===== src/rtl/card_pkg.sv =====
// Shared constants, state encoding and card-map slicing for the card-match game.
package card_pkg;

  localparam int NUM_CARDS = 16;
  localparam int SYM_W     = 3;
  localparam int NUM_PAIRS = 8;
  localparam int MAP_W     = NUM_CARDS * SYM_W;

  typedef enum logic [2:0] {
    S_IDLE,
    S_LOAD,
    S_FIRST,
    S_SECOND,
    S_COMPARE,
    S_SHOW,
    S_WIN
  } state_t;

  // Symbol of card idx lives at map[3*idx +: 3] (ascending-range map).
  function automatic logic [SYM_W-1:0] card_sym(input logic [0:MAP_W-1] map,
                                                input logic [3:0] idx);
    return map[int'(idx)*SYM_W +: SYM_W];
  endfunction

endpackage


===== src/rtl/hold_timer.sv =====
// Loadable down-counter; expired_o is high while the count sits at zero.
module hold_timer #(
  parameter int W = 4
) (
  input  logic         clk,
  input  logic         rst,
  input  logic         load_i,
  input  logic [W-1:0] load_val_i,
  input  logic         en_i,
  output logic         expired_o
);

  logic [W-1:0] value_q;

  always_ff @(posedge clk or posedge rst) begin
    if (rst) begin
      value_q <= '0;
    end else if (load_i) begin
      value_q <= load_val_i;
    end else if (en_i && (value_q != '0)) begin
      value_q <= value_q - 1'b1;
    end
  end

  assign expired_o = (value_q == '0);

endmodule


===== src/rtl/card_match_ctrl.sv =====
// Card-flip round controller: loads the shuffled map, runs two-card selections,
// keeps matches face-up, re-hides misses after a hold time and flags the win.
module card_match_ctrl
  import card_pkg::*;
#(
  parameter int HOLD_CYCLES = 50000000,
  parameter int MOVE_W      = 8
) (
  input  logic              clk,
  input  logic              reset,
  input  logic              new_game,
  output logic              shuffle_start,
  input  logic [0:47]       map_in,
  input  logic              map_valid,
  input  logic [3:0]        sel_idx,
  input  logic              sel_valid,
  output logic [15:0]       face_up,
  output logic [15:0]       matched,
  output logic [0:47]       sym_out,
  output logic [3:0]        pair_count,
  output logic [MOVE_W-1:0] moves,
  output logic              match_pulse,
  output logic              miss_pulse,
  output logic              busy,
  output logic              game_over
);

  localparam int TW = $clog2(HOLD_CYCLES + 1);
  localparam logic [TW-1:0] HOLD_LOAD = TW'(HOLD_CYCLES - 1);

  state_t                 state_q, state_d;
  logic [NUM_CARDS-1:0]   face_q, face_d;
  logic [NUM_CARDS-1:0]   matched_q, matched_d;
  logic [0:MAP_W-1]       sym_q, sym_d;
  logic [3:0]             pairs_q, pairs_d;
  logic [MOVE_W-1:0]      moves_q, moves_d;
  logic [3:0]             idx_a_q, idx_a_d;
  logic [3:0]             idx_b_q, idx_b_d;
  logic                   shuf_q, shuf_d;

  logic tmr_load, tmr_en, tmr_expired;
  logic sel_hidden, sym_eq;

  hold_timer #(.W(TW)) u_hold_timer (
    .clk        (clk),
    .rst        (reset),
    .load_i     (tmr_load),
    .load_val_i (HOLD_LOAD),
    .en_i       (tmr_en),
    .expired_o  (tmr_expired)
  );

  assign sel_hidden = !face_q[sel_idx] && !matched_q[sel_idx];
  assign sym_eq     = (card_sym(sym_q, idx_a_q) == card_sym(sym_q, idx_b_q));

  always_comb begin
    state_d     = state_q;
    face_d      = face_q;
    matched_d   = matched_q;
    sym_d       = sym_q;
    pairs_d     = pairs_q;
    moves_d     = moves_q;
    idx_a_d     = idx_a_q;
    idx_b_d     = idx_b_q;
    shuf_d      = 1'b0;
    tmr_load    = 1'b0;
    tmr_en      = 1'b0;
    match_pulse = 1'b0;
    miss_pulse  = 1'b0;

    // new_game overrides everything else, including a same-cycle map_valid.
    if (new_game) begin
      shuf_d    = 1'b1;
      face_d    = '0;
      matched_d = '0;
      pairs_d   = '0;
      moves_d   = '0;
      state_d   = S_LOAD;
    end else begin
      case (state_q)
        S_LOAD: begin
          if (map_valid) begin
            sym_d   = map_in;
            state_d = S_FIRST;
          end
        end
        S_FIRST: begin
          if (sel_valid && sel_hidden) begin
            face_d[sel_idx] = 1'b1;
            idx_a_d         = sel_idx;
            state_d         = S_SECOND;
          end
        end
        S_SECOND: begin
          if (sel_valid && sel_hidden && (sel_idx != idx_a_q)) begin
            face_d[sel_idx] = 1'b1;
            idx_b_d         = sel_idx;
            state_d         = S_COMPARE;
          end
        end
        S_COMPARE: begin
          if (moves_q != {MOVE_W{1'b1}}) moves_d = moves_q + 1'b1;
          if (sym_eq) begin
            match_pulse = 1'b1;
            matched_d   = matched_q | (16'd1 << idx_a_q) | (16'd1 << idx_b_q);
            pairs_d     = pairs_q + 4'd1;
            state_d     = (pairs_q + 4'd1 == 4'(NUM_PAIRS)) ? S_WIN : S_FIRST;
          end else begin
            miss_pulse = 1'b1;
            tmr_load   = 1'b1;
            state_d    = S_SHOW;
          end
        end
        S_SHOW: begin
          if (tmr_expired) begin
            face_d[idx_a_q] = 1'b0;
            face_d[idx_b_q] = 1'b0;
            state_d         = S_FIRST;
          end else begin
            tmr_en = 1'b1;
          end
        end
        default: ;
      endcase
    end
  end

  always_ff @(posedge clk or posedge reset) begin
    if (reset) begin
      state_q   <= S_IDLE;
      face_q    <= '0;
      matched_q <= '0;
      sym_q     <= '0;
      pairs_q   <= '0;
      moves_q   <= '0;
      idx_a_q   <= '0;
      idx_b_q   <= '0;
      shuf_q    <= 1'b0;
    end else begin
      state_q   <= state_d;
      face_q    <= face_d;
      matched_q <= matched_d;
      sym_q     <= sym_d;
      pairs_q   <= pairs_d;
      moves_q   <= moves_d;
      idx_a_q   <= idx_a_d;
      idx_b_q   <= idx_b_d;
      shuf_q    <= shuf_d;
    end
  end

  assign shuffle_start = shuf_q;
  assign face_up       = face_q;
  assign matched       = matched_q;
  assign sym_out       = sym_q;
  assign pair_count    = pairs_q;
  assign moves         = moves_q;
  assign busy          = (state_q == S_LOAD) || (state_q == S_COMPARE) || (state_q == S_SHOW);
  assign game_over     = (state_q == S_WIN);

endmodule


===== config.mk =====
export PLATFORM = sky130hd
export DESIGN_NAME = card_match_ctrl
export DESIGN_NICKNAME = d
export VERILOG_FILES = /design/src/rtl/card_pkg.sv /design/src/rtl/hold_timer.sv /design/src/rtl/card_match_ctrl.sv
export SDC_FILE = /design/constraint.sdc
export NUM_CORES = 1
export LEC_CHECK = 0
export ABC_CLOCK_PERIOD_IN_PS = 4700
export BUFFER_PORTS_ARGS = -buffer_cell sky130_fd_sc_hd__buf_2
export CAP_MARGIN = 20
export CORE_ASPECT_RATIO = 1.5
export CORE_MARGIN = 4
export CORE_UTILIZATION = 47
export CTS_BUF_LIST = sky130_fd_sc_hd__clkbuf_4
export CTS_CLUSTER_DIAMETER = 60
export DETAILED_ROUTE_END_ITERATION = 16
export GPL_ROUTABILITY_DRIVEN = 0
export GPL_TIMING_DRIVEN = 0
export PLACE_DENSITY_LB_ADDON = 0.2
export SKIP_LAST_GASP = 1
export SYNTH_ARGS = -nofsm -noshare
export SYNTH_HDL_FRONTEND = slang
export SYNTH_HIERARCHICAL = 1
export SYNTH_SLANG_ARGS = --single-unit

===== constraint.sdc =====
create_clock -name clk -period 4.7 [get_ports clk]
set_input_delay 0.235 -clock clk [delete_from_list [all_inputs] [get_ports clk]]
set_output_delay 0.235 -clock clk [all_outputs]
set_load 0.1 [all_outputs]

==> flow_metrics.env, run 1 <==
export IMPL_cts_num_sinks=130
export IMPL_ios=154
export IMPL_avgViaCountPerCell=6.07
export IMPL_yosysWarnings=6
export IMPL_cts_buffer_depth=2
export IMPL_grt_usage=0.256
export IMPL_run_status="completed"
export IMPL_start_util=0.480
export IMPL_r2r_end="u_hold_timer/value_q[3]$_DFFE_PP0P_"
export IMPL_rsz0062_at_grt="true"
export IMPL_avgRoutedWirePerCell_microns=20.8
export IMPL_crit_arrival_ns=4.42
export IMPL_seq_area_sq_mm=0.00326
export IMPL_synth_cell_types=75
export IMPL_pre_cts_ws_ns=-0.785
export IMPL_rows=63
export IMPL_path_class="reg2out"
export IMPL_cp_start_kind="flip-flop"
export IMPL_first_iter_violations=605
export IMPL_antenna_found_initial=1
export IMPL_fin_worst_skew_ns=0.0238
export IMPL_seq_area_frac_synth=0.341
export IMPL_setup_viol=0
export IMPL_synth_compound_area_frac=0.137
export IMPL_min_period_ns=4.66
export IMPL_reg2reg_setup_slack_ns=0.13
export IMPL_cts_buffers=17
export IMPL_cts_tree="done"
export IMPL_final_nets=1225
export IMPL_clk_pin_slew_worst_paths_ns=0.12
export IMPL_grt_overflow=0
export IMPL_clk_root_buffer_cell="clkbuf_4"
export IMPL_worstPathRequired_ns=4.47
export IMPL_ys_flop_type="dfrtp_1"
export IMPL_grt_pass1_vias=8471
export IMPL_num_vias=8597
export IMPL_dr_pass1_iters=5
export IMPL_timing_rr_start="idx_a_q[0]$_DFFE_PP0P_"
export IMPL_synth_area_sq_mm=0.00954
export IMPL_synth_top_family_by_area="multiplexers"
export IMPL_synth_edf_count=0
export IMPL_hp_class="in2async"
export IMPL_maxCapViolCount=0
export IMPL_layout_drive_gt1_share=0.378
export IMPL_worstSkewPairLatency_ns=0.59
export IMPL_slew_viol_final=0
export IMPL_remaining_drc_errors=0
export IMPL_finalSetupTns_ns=0
export IMPL_synth_simple_area_share=0.145
export IMPL_dieArea_sq_mm=0.0227
export IMPL_async_reset_ff_frac=1.00
export IMPL_drt_wl_total_microns=29500
export IMPL_multi_input_area_sq_mm=0.00619
export IMPL_final_antenna_net_count=0
export IMPL_grt_max_degree=68
export IMPL_period_share=0.991
export IMPL_portBuffers=151
export IMPL_core_sq_mm=0.0199
export IMPL_postSynthAreaPerCell_sq_um=10.9
export IMPL_rr_worst_depth=17
export IMPL_htreeDepth=4
export IMPL_die_h_microns=182
export IMPL_clock_fmax_mhz=215
export IMPL_synth_fa_ha_area_frac=0.0344
export IMPL_die_x_microns=124
export IMPL_synth_xor_area_frac=0.0266
export IMPL_cp_max_fo=10
export IMPL_grt_first_pass_wirelength_microns=46700
export IMPL_synth_cells=872
export IMPL_ys_seq_elements=130
export IMPL_finalHoldViolations=0
export IMPL_slew_headroom=0.379
export IMPL_synth_area_mux_share=0.273
export IMPL_dp_hpwl_microns=21000
export IMPL_fill_cells=1691
export IMPL_area_growth_synth_to_final_pct=28.2
export IMPL_fin_ws_ns=0.0426
export IMPL_critPathCaptureType="output pin"
export IMPL_worst_pin_slew_ns=0.928
==> registers in the layout, indices dropped and copies added, names as in the netlist <==
| signal | count |
|---|---|
| idx_a_q | 4 |
| u_hold_timer/value_q | 26 |
| sym_out | 48 |
| moves | 8 |
| state_q | 3 |
| face_up | 16 |
| pair_count | 4 |
| shuffle_start | 1 |
| idx_b_q | 4 |
| matched | 16 |
==> worst max path at each step <==
| stage | from | cells after the start | slack, ns | to |
|---|---|---|---|---|
| final | idx_b_q[0]$_DFFE_PP0P_ | 12 | 0.04 | match_pulse |
| after floorplan | idx_a_q[1]$_DFFE_PP0P_ | 16 | 0.03 | u_hold_timer/value_q[5]$_DFFE_PP0P_ |
| after global routing | idx_b_q[0]$_DFFE_PP0P_ | 13 | -0.12 | match_pulse |
| after detailed placement | idx_b_q[0]$_DFFE_PP0P_ | 18 | -0.79 | u_hold_timer/value_q[3]$_DFFE_PP0P_ |
| after CTS | idx_a_q[0]$_DFFE_PP0P_ | 15 | -0.25 | match_pulse |
| after global placement | idx_b_q[0]$_DFFE_PP0P_ | 18 | -0.74 | u_hold_timer/value_q[3]$_DFFE_PP0P_ |
==> metal layers <==
metal / vias to the layer above / global-route usage / share of wire
met3: 82 / 0.0442 / 0.057
met5: - / 0 / 0
met4: 0 / 0.115 / 0.039
met2: 371 / 0.438 / 0.51
met1: 4233 / 0.318 / 0.39
li1: 3911 / - / -
==> metrics by stage <==
stage	util	cells	hold WS [ns]	instance area, sq um
2_1_floorplan	-	896	0.266	9660
3_5_place_dp	0.542	1308	0.313	10800
3_3_place_gp	0.541	1307	0.445	10700
5_1_grt	0.615	1417	0.136	12200
6_report	0.615	1417	0.156	12200
4_1_cts	0.604	1407	0.199	12000
==> layout by cell type (no fill, tap or decap), drive strengths merged, types with 24 or more instances in the layout <==
| cell | instances |
|---|---|
| nand2 | 65 |
| nor2 | 70 |
| buf | 211 |
| nand3 | 24 |
| clkbuf | 52 |
| conb | 26 |
| mux4 | 72 |
| dfrtp | 130 |
| a21oi | 26 |
| dlygate4sd3 | 50 |
| mux2 | 65 |
==> worst max-delay path, cell delays in order (launching register included) <==
cell and delay (ns):
dfrtp_2 0.48, buf_12 0.17, buf_6 0.17, inv_1 0.12
ha_1 0.32, buf_6 0.19, mux4_1 0.57, mux4_2 0.54
a211oi_4 0.30, xnor2_2 0.12, or4_4 0.56, nor2_4 0.12
buf_12 0.18
==> cell type report <==
type | instances | area share
plain buffers | 63 | 0.0322
well taps | 260 | 0.0266
multi-input cells | 677 | 0.506
repair buffers | 233 | 0.131
diodes | 1 | 0.000205
flip-flops and latches | 130 | 0.267
clock buffers | 17 | 0.0104
inverters | 21 | 0.00727
clock inverters | 15 | 0.0188
==> cells by family after synthesis <==
group	count (synthesis)
AO/OA/AOI/OAI	173
XOR/XNOR	29
adder cells (fa/ha/maj)	25
buffers and inverters	89
flip-flops	130
multiplexers	159
other	2
AND/OR/NAND/NOR	265
==> timing repair <==
action | 4_1_cts | 5_1_grt
endpoints found under the setup margin | 47 | 26
resized for setup | 55 | 36
buffers inserted | 18 | 11
hold endpoints to repair | 112 | 0
hold buffers | 50 | 0
cloned | 1 | 0
pin swaps | 8 | 11
==> synthesized netlist by cell type (8+ instances only) <==
library cell / instances / area, sq um
inv_1: 19 / 71.3
a21oi_1: 26 / 130
nand4_1: 10 / 62.6
nor2_1: 70 / 263
o31ai_1: 15 / 113
a31oi_1: 12 / 75.1
o22a_1: 16 / 140
ha_1: 23 / 288
buf_2: 13 / 65.1
a22o_1: 19 / 166
o21ai_0: 11 / 55.1
clkbuf_1: 37 / 139
mux4_2: 65 / 1460
nand2_1: 65 / 244
xor2_1: 15 / 131
nor4_1: 8 / 50.1
mux2i_1: 22 / 220
nand3_1: 24 / 120
buf_1: 8 / 30.0
or4_1: 14 / 105
xnor2_1: 14 / 123
o21ai_1: 9 / 45.0
nor3_1: 17 / 85.1
a22oi_1: 8 / 60.1
dfrtp_1: 130 / 3250
mux2_2: 65 / 732
nand2b_1: 8 / 50.1
nor2b_1: 8 / 50.1
Power of run 1 is left out: the tool's default activity adds up to more than one toggle a clock period on the data nets, which glitch-free logic cannot reach.
==> inputs of run 2 (changes only) <==
ABC_CLOCK_PERIOD_IN_PS = 3790   (was 4700)
clock period = 3.79 ns   (was 4.7 ns; I/O delays follow)
==> run 2 against run 1 <==
Against the previous run:
- the run now ends with negative setup slack left
- sequential share of layout area fell by 2.1 points
- utilization increased by 5.2 points
- critical path depth grew 3
- first-iteration DRC count rose by 15%
- wire length up 6.6%
- clock skew shrank 0.0019 ns
- via count increased by 3.9%
- sequential cell count unchanged
- worst hold slack got worse by 0.066 ns
==> flow_metrics.env, run 2 (synthesis gave the netlist of run 1 again) <==
export IMPL_num_vias=8936
export IMPL_first_iter_violations=693
export IMPL_avgRoutedWirePerCell_microns=21.4
export IMPL_grt_overflow=0
export IMPL_final_nets=1273
export IMPL_cts_num_sinks=130
export IMPL_rr_worst_depth=20
export IMPL_hp_class="in2async"
export IMPL_critPathCaptureType="output pin"
export IMPL_slew_headroom=0.259
export IMPL_layout_drive_gt1_share=0.444
export IMPL_layout_common_cells="buf_2, dfrtp_1, mux4_2"
export IMPL_worstPathRequired_ns=3.60
export IMPL_period_share=1.29
export IMPL_rsz0062_at_grt="true"
export IMPL_timing_critical_path_buf_inv=6
export IMPL_reg2reg_setup_slack_ns=-0.90
export IMPL_die_x_microns=124
export IMPL_slew_viol_final=0
export IMPL_cp_max_fo=3
export IMPL_path_class="reg2out"
export IMPL_setup_viol=51
export IMPL_final_antenna_net_count=0
export IMPL_grt_first_pass_wirelength_microns=48200
export IMPL_cpPeakStageDelay_ns=0.64
export IMPL_largest_reg_flops=48
export IMPL_fin_ws_ns=-1.09
export IMPL_crit_arrival_ns=4.69
export IMPL_grt_pass1_vias=8937
export IMPL_ios=154
export IMPL_remaining_drc_errors=0
export IMPL_area_growth_synth_to_final_pct=39.1
export IMPL_avgViaCountPerCell=6.10
export IMPL_path_cells="ha_4 -> inv_4 -> fa_2 -> buf_6 -> buf_6 -> mux4_2 -> mux4_2 -> and3_4 -> nor3_4 -> xor2_2 -> or4_1 -> buf_6 -> buf_12 -> nor2_4 -> buf_12"
export IMPL_cts_tree="done"
export IMPL_r2r_end="u_hold_timer/value_q[24]$_DFFE_PP0P_"
export IMPL_portBuffers=151
export IMPL_crit_start="idx_a_q[0]$_DFFE_PP0P_"
export IMPL_dr_pass1_iters=7
export IMPL_dp_hpwl_microns=21100
export IMPL_worst_pin_slew_ns=1.11
export IMPL_maxCapViolCount=0
export IMPL_antenna_found_initial=1
export IMPL_clk_pin_slew_worst_paths_ns=0.13
export IMPL_final_common_cell="buf_2"
export IMPL_htreeDepth=4
export IMPL_crit_family="multiplexers"
export IMPL_fill_cells=1535
export IMPL_multi_input_area_sq_mm=0.00662
export IMPL_critPathMostFrequentCell="buf_6"
export IMPL_grt_max_degree=68
export IMPL_fin_worst_skew_ns=0.0219
export IMPL_drt_wl_total_microns=31400
export IMPL_dieArea_sq_mm=0.0227
export IMPL_worstSkewPairLatency_ns=0.60
export IMPL_core_sq_mm=0.0199
export IMPL_rows=63
export IMPL_run_status="finished with violations"
export IMPL_die_h_microns=182
export IMPL_min_period_ns=4.88
export IMPL_clock_fmax_mhz=205
export IMPL_timing_rr_start="idx_a_q[0]$_DFFE_PP0P_"
export IMPL_cp_start_kind="flip-flop"
export IMPL_critPathSlowestCell="fa_2"
export IMPL_start_util=0.480
export IMPL_cts_buffer_depth=2
export IMPL_clk_root_buffer_cell="clkbuf_4"
export IMPL_finalHoldViolations=0
export IMPL_seq_area_sq_mm=0.00326
export IMPL_grt_usage=0.264
export IMPL_fin_util=0.668
export IMPL_violations="negative setup slack"
export IMPL_cts_buffers=17
==> run 2: changes by cell type in the layout (fill, tap and decap cells not counted), moves of 5 or more <==
cell / change
buf_8: +11
buf_4: +14
nand3_1: -5
mux2_2: -5
nand2_1: -6
o2bb2ai_2: +5
o21ai_2: +6
mux2_4: +5
buf_6: +18
nand2_2: +5
o31ai_1: -7
o2bb2ai_1: -5
o31ai_4: +7
nor2_1: -5
==> run 2: worst max path at each step <==
stage                                      endpoint  depth (start not counted)
6_report                                match_pulse                         15
5_1_grt                                 match_pulse                         15
4_1_cts                                 match_pulse                         15
3_5_place_dp                            match_pulse                         17
3_3_place_gp                            match_pulse                         17
2_1_floorplan  u_hold_timer/value_q[14]$_DFFE_PP0P_                         16
==> run 2: worst register-to-register path, cell delays in order, from the launching register on <==
cell and delay (ns):
dfrtp_1 0.44, ha_4 0.18, inv_4 0.04, fa_2 0.64
buf_12 0.15, mux4_2 0.51, mux4_2 0.50, mux2_4 0.29
a21oi_4 0.18, xor2_4 0.10, buf_6 0.12, buf_6 0.10
buf_6 0.10, buf_6 0.11, o31ai_4 0.26, nor2_4 0.08
buf_6 0.17, buf_8 0.13, buf_8 0.13, buf_6 0.12
o311ai_4 0.24
==> run 2: through the flow <==
step / area, sq um / TNS, ns / hold WS, ns / instances / setup slack (ns)
after detailed placement: 10900 / -55.78 / 0.269 / 1308 / -1.56
after global placement: 10900 / -110.33 / 0.403 / 1307 / -1.54
after global routing: 13300 / -38.96 / 0.114 / 1465 / -1.21
after CTS: 12500 / -33.78 / 0.154 / 1430 / -1.17
after floorplan: 9780 / -20.69 / 0.221 / 896 / -0.719
final: 13300 / -34.57 / 0.0894 / 1466 / -1.09
==> run 2: cell type report <==
cell class,instances,area share
plain buffers,66,0.0385
repair buffers,278,0.161
clock buffers,17,0.00962
multi-input cells,677,0.499
flip-flops and latches,130,0.246
well taps,260,0.0245
clock inverters,15,0.0125
inverters,21,0.00811
diodes,2,0.000377
==> run 2: repair_timing <==
action,in CTS,in global routing
hold buffers,50,0
gates resized for setup,88,116
pin swaps,22,32
endpoints found under the setup margin,51,55
cloned,4,2
hold endpoints to repair,112,0
setup buffers,36,36
==> run 2: layer usage <==
metal  global-route usage  wire length, microns  up-vias
met5                    0                     0        -
met4                0.143                  1500        0
met3               0.0504                  1980      110
met2                0.463                 16400      457
met1                0.306                 11500     4368
li1                     -                     -     4001
Power of run 2 is left out for the same reason.
